<file path="src/rtl/gpio_irq_pkg.sv">
// Shared types for the GPIO interrupt detector: edge-mode encoding and the
// helper that decides whether a filtered edge should latch a pending bit.
package gpio_irq_pkg;

    typedef enum logic [1:0] {
        EDGE_OFF  = 2'b00,
        EDGE_RISE = 2'b01,
        EDGE_FALL = 2'b10,
        EDGE_BOTH = 2'b11
    } edge_mode_t;

    function automatic logic edge_matches(input edge_mode_t mode,
                                          input logic       rise,
                                          input logic       fall);
        logic hit;
        unique case (mode)
            EDGE_RISE: hit = rise;
            EDGE_FALL: hit = fall;
            EDGE_BOTH: hit = rise | fall;
            default:   hit = 1'b0;
        endcase
        return hit;
    endfunction

endpackage

</file>
<file path="src/rtl/gpio_irq_channel.sv">
// One GPIO pin: synchroniser chain, glitch filter, registered edge pulses
// and the sticky pending flag.
module gpio_irq_channel
    import gpio_irq_pkg::*;
#(
    parameter int SYNC_STAGES = 2,
    parameter int FILTER_W    = 4
) (
    input  logic                clk,
    input  logic                n_rst,
    input  logic                sig_i,
    input  edge_mode_t          mode_i,
    input  logic [FILTER_W-1:0] filter_len_i,
    input  logic                clear_i,
    output logic                filtered_o,
    output logic                pos_edge_o,
    output logic                neg_edge_o,
    output logic                pending_o
);

    logic [SYNC_STAGES-1:0] sync_q, sync_d;
    logic [FILTER_W-1:0]    count_q, count_d;
    logic                   filt_q, filt_d;
    logic                   pos_q, neg_q;
    logic                   pend_q, pend_d;
    logic                   s;
    logic                   rise, fall;

    assign s = sync_q[SYNC_STAGES-1];

    always_comb begin
        sync_d  = {sync_q[SYNC_STAGES-2:0], sig_i};
        count_d = '0;
        filt_d  = filt_q;
        rise    = 1'b0;
        fall    = 1'b0;
        // Counter only runs while the synchronised level disagrees with the
        // filtered one, and is compared before incrementing so it cannot wrap.
        if (s != filt_q) begin
            if (count_q >= filter_len_i) begin
                filt_d = s;
                rise   = s;
                fall   = ~s;
            end else begin
                count_d = count_q + 1'b1;
            end
        end
        // A new matching event overrides a clear in the same cycle.
        pend_d = edge_matches(mode_i, rise, fall) | (pend_q & ~clear_i);
    end

    always_ff @(posedge clk or negedge n_rst) begin
        if (!n_rst) begin
            sync_q  <= '0;
            count_q <= '0;
            filt_q  <= 1'b0;
            pos_q   <= 1'b0;
            neg_q   <= 1'b0;
            pend_q  <= 1'b0;
        end else begin
            sync_q  <= sync_d;
            count_q <= count_d;
            filt_q  <= filt_d;
            pos_q   <= rise;
            neg_q   <= fall;
            pend_q  <= pend_d;
        end
    end

    assign filtered_o = filt_q;
    assign pos_edge_o = pos_q;
    assign neg_edge_o = neg_q;
    assign pending_o  = pend_q;

endmodule

</file>
<file path="src/rtl/gpio_irq_detector.sv">
// GPIO interrupt source: WIDTH independent conditioned channels whose enabled
// pending flags are OR-reduced onto a single interrupt line.
module gpio_irq_detector
    import gpio_irq_pkg::*;
#(
    parameter int WIDTH       = 8,
    parameter int SYNC_STAGES = 2,
    parameter int FILTER_W    = 4
) (
    input  logic                 clk,
    input  logic                 n_rst,
    input  logic [WIDTH-1:0]     signal_in,
    input  logic [2*WIDTH-1:0]   mode,
    input  logic [FILTER_W-1:0]  filter_len,
    input  logic [WIDTH-1:0]     irq_en,
    input  logic [WIDTH-1:0]     clear,
    output logic [WIDTH-1:0]     filtered,
    output logic [WIDTH-1:0]     pos_edge,
    output logic [WIDTH-1:0]     neg_edge,
    output logic [WIDTH-1:0]     pending,
    output logic                 irq
);

    for (genvar i = 0; i < WIDTH; i++) begin : g_ch
        gpio_irq_channel #(
            .SYNC_STAGES (SYNC_STAGES),
            .FILTER_W    (FILTER_W)
        ) u_ch (
            .clk          (clk),
            .n_rst        (n_rst),
            .sig_i        (signal_in[i]),
            .mode_i       (edge_mode_t'(mode[2*i +: 2])),
            .filter_len_i (filter_len),
            .clear_i      (clear[i]),
            .filtered_o   (filtered[i]),
            .pos_edge_o   (pos_edge[i]),
            .neg_edge_o   (neg_edge[i]),
            .pending_o    (pending[i])
        );
    end

    // Enable masks only the interrupt line; pending stays visible to software.
    assign irq = |(pending & irq_en);

endmodule

</file>
<file path="config.mk">
export PLATFORM = sky130hd
export DESIGN_NAME = gpio_irq_detector
export DESIGN_NICKNAME = d
export VERILOG_FILES = /design/src/rtl/gpio_irq_pkg.sv /design/src/rtl/gpio_irq_channel.sv /design/src/rtl/gpio_irq_detector.sv
export SDC_FILE = /design/constraint.sdc
export NUM_CORES = 1
export LEC_CHECK = 0
export ABC_AREA = 1
export CAP_MARGIN = 15
export CORE_MARGIN = 2
export CORE_UTILIZATION = 40
export DETAILED_ROUTE_END_ITERATION = 7
export REMOVE_ABC_BUFFERS = 1
export SETUP_SLACK_MARGIN = 0.02
export SLEW_MARGIN = 5
export SYNTH_ARGS = -nofsm -noshare
export SYNTH_HDL_FRONTEND = slang
export SYNTH_SLANG_ARGS = --single-unit
</file>
<file path="constraint.sdc">
create_clock -name clk -period 1.6 [get_ports clk]
set_input_delay 0.32 -clock clk [delete_from_list [all_inputs] [get_ports clk]]
set_output_delay 0.32 -clock clk [all_outputs]
set_load 0.02 [all_outputs]
</file>
# [Word-level counts from Yosys, hierarchy flattened]
# Index checks and enable logic that the tools add are counted.
[op_classes] addsub=8 multipliers=0 n_div=0 n_lt_le_gt_ge=8 n_eq_ne=32 shifts=0 n_mux=56 bitwise_logic=41 reduce_logical=9
[ops] cell="$mux W4" count=16
[ops] cell="$add A4 B1 Y4 const B" count=8
[ops] cell="$eq A2 B2 Y1 const B" count=16
[ops] cell="$ge A4 B4 Y1" count=8
[ops] cell="$mux W1" count=32
[ops] cell="$pmux W1 S3" count=8
[ops] cell="$eq A2 B1 Y1 const B" count=8
[ops] cell="$not A1 Y1" count=16
[ops] cell="$or A1 B1 Y1" count=16
[ops] cell="$reduce_and A2 Y1" count=8
[ops] cell="$and A1 B1 Y1" count=8
[ops] cell="$and A8 B8 Y8" count=1
[ops] cell="$ne A1 B1 Y1" count=8
[ops] cell="$reduce_or A8 Y1" count=1
[word_totals] register_bits=80 latch_bits=0 ram_bits=0 rom_bits=0 in_bits=46 elab_cells=202 n_memories=0

# [Depth between registers and ports, before layout]
# Gate-level depths: netlist (run 1).
[logic_depth] word_depth=6 mapped_depth=10 mapped_depth_nobuf=10

# [Hierarchy]
# Synthesis (run 1) repeated with hierarchy kept, for this count alone.
[unflattened] hier_cells=431 area_unflattened_um2=4060.1
[modules_own_cells] mod="gpio_irq_channel" instances=8 cells_per_inst=52 area_each_um2=500.5 seq_area_each_um2=250.2
[modules_own_cells] mod="gpio_irq_detector" instances=1 cells_per_inst=15 area_each_um2=56.3 seq_area_each_um2=0.0

# [Worst setup path before layout (run 1)]
# Ideal clock, no wire load.
[synth_timing] path_kind="input -> register" startpoint="input filter_len[3]" endpoint="register g_ch[1].u_ch.count_q[0]" setup_time_ns=0.069 arrival_ns=1.396 t_required_ns=1.531 path_slack_ns=0.135 cell_stages=6 path_cell_list="inv_1 -> ha_1 -> a21oi_2 -> nand3_2 -> or2_4 -> nor2_2"
[synth_via] elab_chain_cells=3
[synth_lines] item="start: declaration" line="gpio_irq_detector.sv:14" text="input logic [FILTER_W-1:0] filter_len,"
[synth_lines] item="$ge A4 B4 Y1" line="gpio_irq_channel.sv:40" text="if (count_q >= filter_len_i) begin"
[synth_lines] item="$mux W4" line="gpio_irq_channel.sv:40"
[synth_lines] item="$mux W4" line="gpio_irq_channel.sv:39" text="if (s != filt_q) begin"
[synth_lines] item="net g_ch[1].u_ch.count_d[0]" line="gpio_irq_channel.sv:22" text="logic [FILTER_W-1:0] count_q, count_d;"
[synth_lines] item="end signal: assignment" line="gpio_irq_channel.sv:62" text="count_q <= count_d;"
[synth_lines] item="end: declaration" line="gpio_irq_channel.sv:22"
# The timed path passes the listed nets, and every way through them passes these cells.
# A chain may end at the register's enable or synchronous reset.

# [Worst setup path after layout (run 1)]
[layout_timing] startpoint="register g_ch[0].u_ch.pend_q" endpoint="output irq"
[layout_via] elab_chain_cells=2
[layout_lines] item="start: declaration" line="gpio_irq_channel.sv:25" text="logic pend_q, pend_d;"
[layout_lines] item="start signal: assignment" line="gpio_irq_channel.sv:66" text="pend_q <= pend_d;"
[layout_lines] item="$and A8 B8 Y8" line="gpio_irq_detector.sv:43" text="assign irq = |(pending & irq_en);"
[layout_lines] item="$reduce_or A8 Y1" line="gpio_irq_detector.sv:43"
[layout_lines] item="end: declaration" line="gpio_irq_detector.sv:21" text="output logic irq"
# Every way passes these cells.

==> metrics.md, run 1 <==
| Metric | Value |
|---|---|
| Status | `finished, violations left` |
| Failing checks | `negative setup slack` |
| Met3 Use GR | `4.45%` |
| Leak pwr | `2.96 nW` |
| Root Buffer | `clkbuf_8` |
| Vias | `2999` |
| Placement-stage cell area | `4950 µm²` |
| Tightest Pin Transition | `0.421 ns` |
| Hold slack | `0.353 ns` |
| Clock Latency Late Sink | `0.36 ns` |
| Final Non-Filler Cells | `664` |
| Clock network fraction of total power | `23.1%` |
| Switching share of power | `36.3%` |
| Total congestion overflow | `0` |
| Top_reg_cell synth | `dfrtp_1` |
| Final Hold Fails | `0` |
| Post-Syn Instances | `446` |
| Number of synthesized flops with an enable pin | `0` |
| Kind of critical path | `flip-flop to output port` |
| Worst VDD drop | `617 µV` |
| Drt pass-1 iters | `4` |
| Number of DRC markers in iteration 0 | `80` |
| N_diodes | `0` |
| ANT nets after route | `0` |
| Ys async rst share | `100%` |
| GRT busiest layer | `met2` |
| Fin nets | `609` |
| Tcrit/Tclk final | `109%` |
| Cell area after synthesis | `4140 µm²` |
| Part of the power in registers | `39.4%` |
| First-pass GRT wire length | `13700 µm` |
| Share of Yosys cell area claimed by the top area cell type | `48.4%` |
| Clock Skew | `0.00909 ns` |
| Power, Total | `7.16 mW` |
| CTS sink cnt | `80` |
| Final setup fails | `1` |
| GPL Wtd Cong | `0.761` |
| Slew HR | `72.0%` |
| M1 GR Usage | `17.4%` |
| FMAX | `0.571 GHz` |
| Area growth syn-to-layout | `29.8%` |
| FF+latch count, synth | `80` |
| Max Cap Viol | `0` |
| Final slew viol count | `0` |
| Pwr/cell area | `1330 nW/µm²` |
| FILL cells | `969` |
| Cells after DPL | `640` |
| Count leader, synth | `dfrtp_1` |
| HPWL after detailed placement | `5470 µm` |
| Initial antenna violation count | `0` |
| I/O Buffers | `78` |
| Crit Path Max Fanout | `2` |
| H-tree depth | `3` |
| Footprint of the multi-input gates | `1750 µm²` |
| Drt total wl | `7700 µm` |
| Worst slack at placement | `-0.577 ns` |
| FF/Latch Area | `2000 µm²` |
| Vias in the first global route | `3108` |
| Num rows | `37` |
| Clock Path Buffers | `2` |
| CP startpoint kind | `flip-flop` |
| Synth area leader | `dfrtp_1` |
| TritonCTS buffer count | `9` |
| Clock period minus worst slack | `1.75 ns` |
| Synth top area cells | `dfrtp_1 48%, ha_1 12%, inv_1 7.2%, nand2_1 6.3%, buf_4 5.8%` |
| Total Die Area | `11200 µm²` |
| Setup WS post-layout | `-0.150 ns` |
| GRT Total Usage | `15.3%` |
| Die Wd | `106 µm` |
| Initial Utilization | `40.6%` |
| Setup TNS | `-0.150 ns` |
| Sequential share of the synthesized area | `48.4%` |
| Reg clk slew, reported paths | `0.08 ns` |
| Final Cell Area | `5370 µm²` |
| Worst Setup End Kind | `output port` |
| CTS tree | `yes` |
| Total core area | `10200 µm²` |
| Ys Warns | `0` |
| RSZ-0062 raised after global routing | `true` |
| Met2 usage | `26.9%` |
| Post-layout util | `52.7%` |
| Routed WL per cell | `11.6 µm` |
| Comb power frac | `37.5%` |
| CP arrival | `1.43 ns` |
| Switching power | `2.60 mW` |
| IO Pins | `79` |
| Mean area per synthesized cell | `9.28 µm²` |
| Unique masters post-synth | `19` |
| Top cells by count, synth | `80 x dfrtp_1, 79 x inv_1, 69 x nand2_1` |
| Vias per cell | `4.52` |
| Largest net degree at the start of global routing | `81` |
| Die height | `106 µm` |
| Critical Path RT | `1.28 ns` |
| Share of post-route cells with drive strength above 1 | `16.3%` |
| Residual DRC | `0` |
| Hold WC Path Type | `flip-flop to flip-flop` |
| Internal power | `4.56 mW` |
[worst max-delay path: stages (launching register included)]
cell and delay [ns]:
dfrtp_1 0.41, a22o_1 0.27, nor2_4 0.16, nand3_2 0.10, buf_6 0.14
[registers in the layout, indices dropped and copies added, names as in the netlist]
register and flops:
g_ch.u_ch.count_q 32, g_ch.u_ch.sync_q 16, g_ch.u_ch.filtered_o 8, g_ch.u_ch.neg_edge_o 8, g_ch.u_ch.pending_o 8, g_ch.u_ch.pos_edge_o 8
[final timing paths]
check / endpoint / slack [ns] / startpoint / cells after the start
hold reg to reg: g_ch[5].u_ch.sync_q[1] / 0.35 / g_ch[5].u_ch.sync_q[0] / 0
setup reg to reg: g_ch[3].u_ch.count_q[0] / 0.18 / g_ch[3].u_ch.count_q[1] / 7
setup / recovery: irq / -0.15 / g_ch[0].u_ch.pending_o / 4
hold / removal: g_ch[5].u_ch.sync_q[1] / 0.35 / g_ch[5].u_ch.sync_q[0] / 0
min in group asynchronous: g_ch[0].u_ch.sync_q[0] / 0.52 / n_rst / 3
max in group asynchronous: g_ch[4].u_ch.pending_o / 0.74 / n_rst / 3
[power by group through the flow]
stage / Clock (mW) / Combinational [mW] / Sequential (mW)
final: 1.65 / 2.68 / 2.82
after floorplan: 0 / 1.43 / 3.04
after detailed placement: 0 / 2.72 / 2.86
after global placement: 0 / 2.63 / 2.86
after global routing: 1.79 / 3.05 / 2.90
after CTS: 1.72 / 2.63 / 2.82
[metal layers]
| layer | up-vias | part of all wire, % |
|---|---|---|
| met5 | - | 0 |
| met4 | 0 | 1.6 |
| met3 | 11 | 4.4 |
| met2 | 52 | 51 |
| met1 | 1405 | 43 |
| li1 | 1531 | - |
[area by class of cell]
cell class	instances	share of cell area, %
inverters	79	5.71
multi-input cells	255	32.6
well taps	136	3.17
clock inverters	5	1.47
repair buffers	98	17.1
flip-flops and latches	80	37.3
clock buffers	11	2.63
[layout by cell type (no fill, tap or decap), drive strengths merged, types with 13 or more instances in the layout]
cell           netlist  layout
nor2                45      45
dfrtp               80      80
nand3               41      41
ha                  40      40
nand2               69      69
inv                 79      78
buf                 32      21
clkdlybuf4s50        0      41
clkbuf               0      13
a21oi               13      13
dlygate4sd2          0      31
[timing repair]
item                                   in CTS  in global routing
setup buffers                               2                  5
endpoints found under the hold margin      80                  0
setup endpoints to repair                  97                 46
resized for setup                          55                 21
pin swaps                                   4                  5
hold buffers                                1                  0
[cells by family after synthesis]
kind of cell    share of synthesized area (%)
simple gates                             20.5
buf+inv                                  13.0
fa+ha+maj                                12.1
xor+xnor                                 2.54
compound gates                           3.54
flops                                    48.4
(Power assumes the default switching activity.)
==> run 2: changes to the inputs <==
Settings changed: SKIP_LAST_GASP set to 1.
==> run 2 against run 1 <==
  * The flow still finishes with violations (negative setup slack)
  * First-iteration DRC count rose by 10%
  * Largest cell class unchanged
  * Setup slack improved by 0.058 ns
  * Register-to-register slack barely moved
  * Die area did not move
  * Clock skew barely moved
  * Non-clock buffer count rose by 1
  * Highest routed layer unchanged
  * Sequential power barely moved
  * Clock power barely moved
  * Core utilization rose by 0.11 points
==> metrics.md, run 2 (synthesis results as in run 1) <==
| Metric | Value |
|---|---|
| Status | `finished, violations left` |
| Failing checks | `negative setup slack` |
| Total core area | `10200 µm²` |
| Vias in the first global route | `3108` |
| Critical path startpoint | `g_ch[0].u_ch.pending_o` |
| Number of DRC markers in iteration 0 | `88` |
| Tightest Pin Transition | `0.421 ns` |
| Final slew viol count | `0` |
| Largest net degree at the start of global routing | `81` |
| FMAX | `0.591 GHz` |
| Drt pass-1 iters | `4` |
| H-tree depth | `3` |
| RSZ-0062 raised after global routing | `true` |
| Power, Total | `7.17 mW` |
| Die Wd | `106 µm` |
| Initial Utilization | `40.6%` |
| Largest reg by FF count | `g_ch.u_ch.count_q` |
| Clock Path Buffers | `2` |
| Reg clk slew, reported paths | `0.08 ns` |
| Top Registers | `g_ch.u_ch.count_q: 32 flops, g_ch.u_ch.sync_q: 16 flops` |
| Most frequent cells in the layout | `80 x dfrtp_1, 76 x inv_1, 68 x nand2_1` |
| CP arrival | `1.37 ns` |
| Max Cap Viol | `0` |
| Initial antenna violation count | `0` |
| CP peak stage delay | `0.41 ns` |
| I/O Buffers | `78` |
| Total congestion overflow | `0` |
| TritonCTS buffer count | `9` |
| Placement-stage cell area | `4950 µm²` |
| Commonest non-fill, non-tap cell in the layout | `dfrtp_1` |
| Tcrit/Tclk final | `106%` |
| Residual DRC | `0` |
| IO Pins | `79` |
| Total Die Area | `11200 µm²` |
| N_diodes | `0` |
| HPWL after detailed placement | `5470 µm` |
| Reg2reg end | `g_ch[3].u_ch.count_q[0]` |
| Leak pwr | `2.96 nW` |
| Worst Setup End Kind | `output port` |
| Cells after DPL | `640` |
| CP cell instances | `a22o_1, nor2_4, nand3_2, buf_6` |
| Crit Path Max Fanout | `2` |
| ANT nets after route | `0` |
| Root Buffer | `clkbuf_8` |
| Drt total wl | `7710 µm` |
| CTS sink cnt | `80` |
| Final setup fails | `2` |
| Kind of critical path | `flip-flop to output port` |
| CTS tree | `yes` |
| Vias | `3013` |
| Share of post-route cells with drive strength above 1 | `16.6%` |
| Num rows | `37` |
| R2R Path Start | `g_ch[3].u_ch.count_q[1]` |
| Hold WC Path Type | `flip-flop to flip-flop` |
| Slowest cell on the critical path | `dfrtp_1` |
| Final Hold Fails | `0` |
| Pwr/cell area | `1330 nW/µm²` |
| CP endpoint | `irq` |
| First-pass GRT wire length | `13700 µm` |
| Routed WL per cell | `11.6 µm` |
| Hold slack | `0.353 ns` |
| Final Cell Area | `5380 µm²` |
| Clock Skew | `0.00905 ns` |
| Worst VDD drop | `618 µV` |
| Setup slack, reg-to-reg | `0.18 ns` |
| Die height | `106 µm` |
| Final Non-Filler Cells | `665` |
| Fin nets | `610` |
| Worst R2R Path Depth | `7` |
| Setup WS post-layout | `-0.0916 ns` |
| GRT Total Usage | `15.3%` |
| Slew HR | `71.9%` |
| Clock Latency Late Sink | `0.36 ns` |
| GPL Wtd Cong | `0.761` |
| Critical Path RT | `1.28 ns` |
| Clock period minus worst slack | `1.69 ns` |
| CP startpoint kind | `flip-flop` |
| Vias per cell | `4.53` |
| Max FFs per register | `32` |
| Area growth syn-to-layout | `30.0%` |
[run 2: changes by cell type in the layout (fill, tap and decap cells not counted)]
| cell | change |
|---|---|
| a21oi_1 | -1 |
| buf_4 | +1 |
| a21oi_2 | +1 |
[run 2: how the worst min path moves through the flow]
stage	start	end	slack [ns]	cells past startpoint
3_3_place_gp	g_ch[0].u_ch.sync_q[0]	g_ch[0].u_ch.sync_q[1]	0.33	0
2_1_floorplan	n_rst	g_ch[0].u_ch.count_q[0]	0.02	0
4_1_cts	g_ch[7].u_ch.sync_q[0]	g_ch[7].u_ch.sync_q[1]	0.36	0
3_5_place_dp	g_ch[5].u_ch.sync_q[0]	g_ch[5].u_ch.sync_q[1]	0.34	0
5_1_grt	g_ch[3].u_ch.sync_q[0]	g_ch[3].u_ch.sync_q[1]	0.36	0
6_report	g_ch[5].u_ch.sync_q[0]	g_ch[5].u_ch.sync_q[1]	0.35	0
[run 2: area by class of cell]
cell class                 instances  area (µm²)
fill                             969        4800
sequential                        80        2000
multi-input combinational        255        1760
timing repair buffer              99         928
inverter                          79         307
tap                              136         170
clock buffer                      11         141
clock inverter                     5        78.8
[run 2: power by group]
group          leakage (nW)  internal, mW  switching [mW]
combinational          1.80          1.19            1.51
sequential             1.05          2.45           0.368
clock                 0.114         0.922           0.728
[run 2: timing repair]
item,in CTS,in global routing
setup endpoints to repair,97,46
hold endpoints to repair,80,0
setup buffers,2,6
pin swaps,2,7
resized for setup,55,22
hold buffers,1,0
[run 2: worst max-delay path: cells and delay by family (launching register included)]
kind	cells	cell delay (ns)
flops	1	0.41
simple gates	2	0.22
compound gates	1	0.25
buf+inv	1	0.14
[run 2: metrics by stage]
| step | utilization, % | setup WS (ns) | TNS (ns) |
|---|---|---|---|
| after floorplan | - | 0.135 | 0 |
| after global placement | 48.6 | -0.573 | -28.35 |
| after detailed placement | 48.6 | -0.577 | -31.21 |
| after CTS | 51.4 | -0.199 | -0.199 |
| after global routing | 52.9 | -0.161 | -0.256 |
| final | 52.9 | -0.0916 | -0.122 |
[run 2: metal layers]
metal  vias to the layer above  global-route usage (%)  wire length, µm
met2                        56                    26.9             3910
met5                         -                       0                0
met3                        11                    4.45              346
met4                         0                    5.83              121
met1                      1412                    17.4             3340
li1                       1534                       -                -
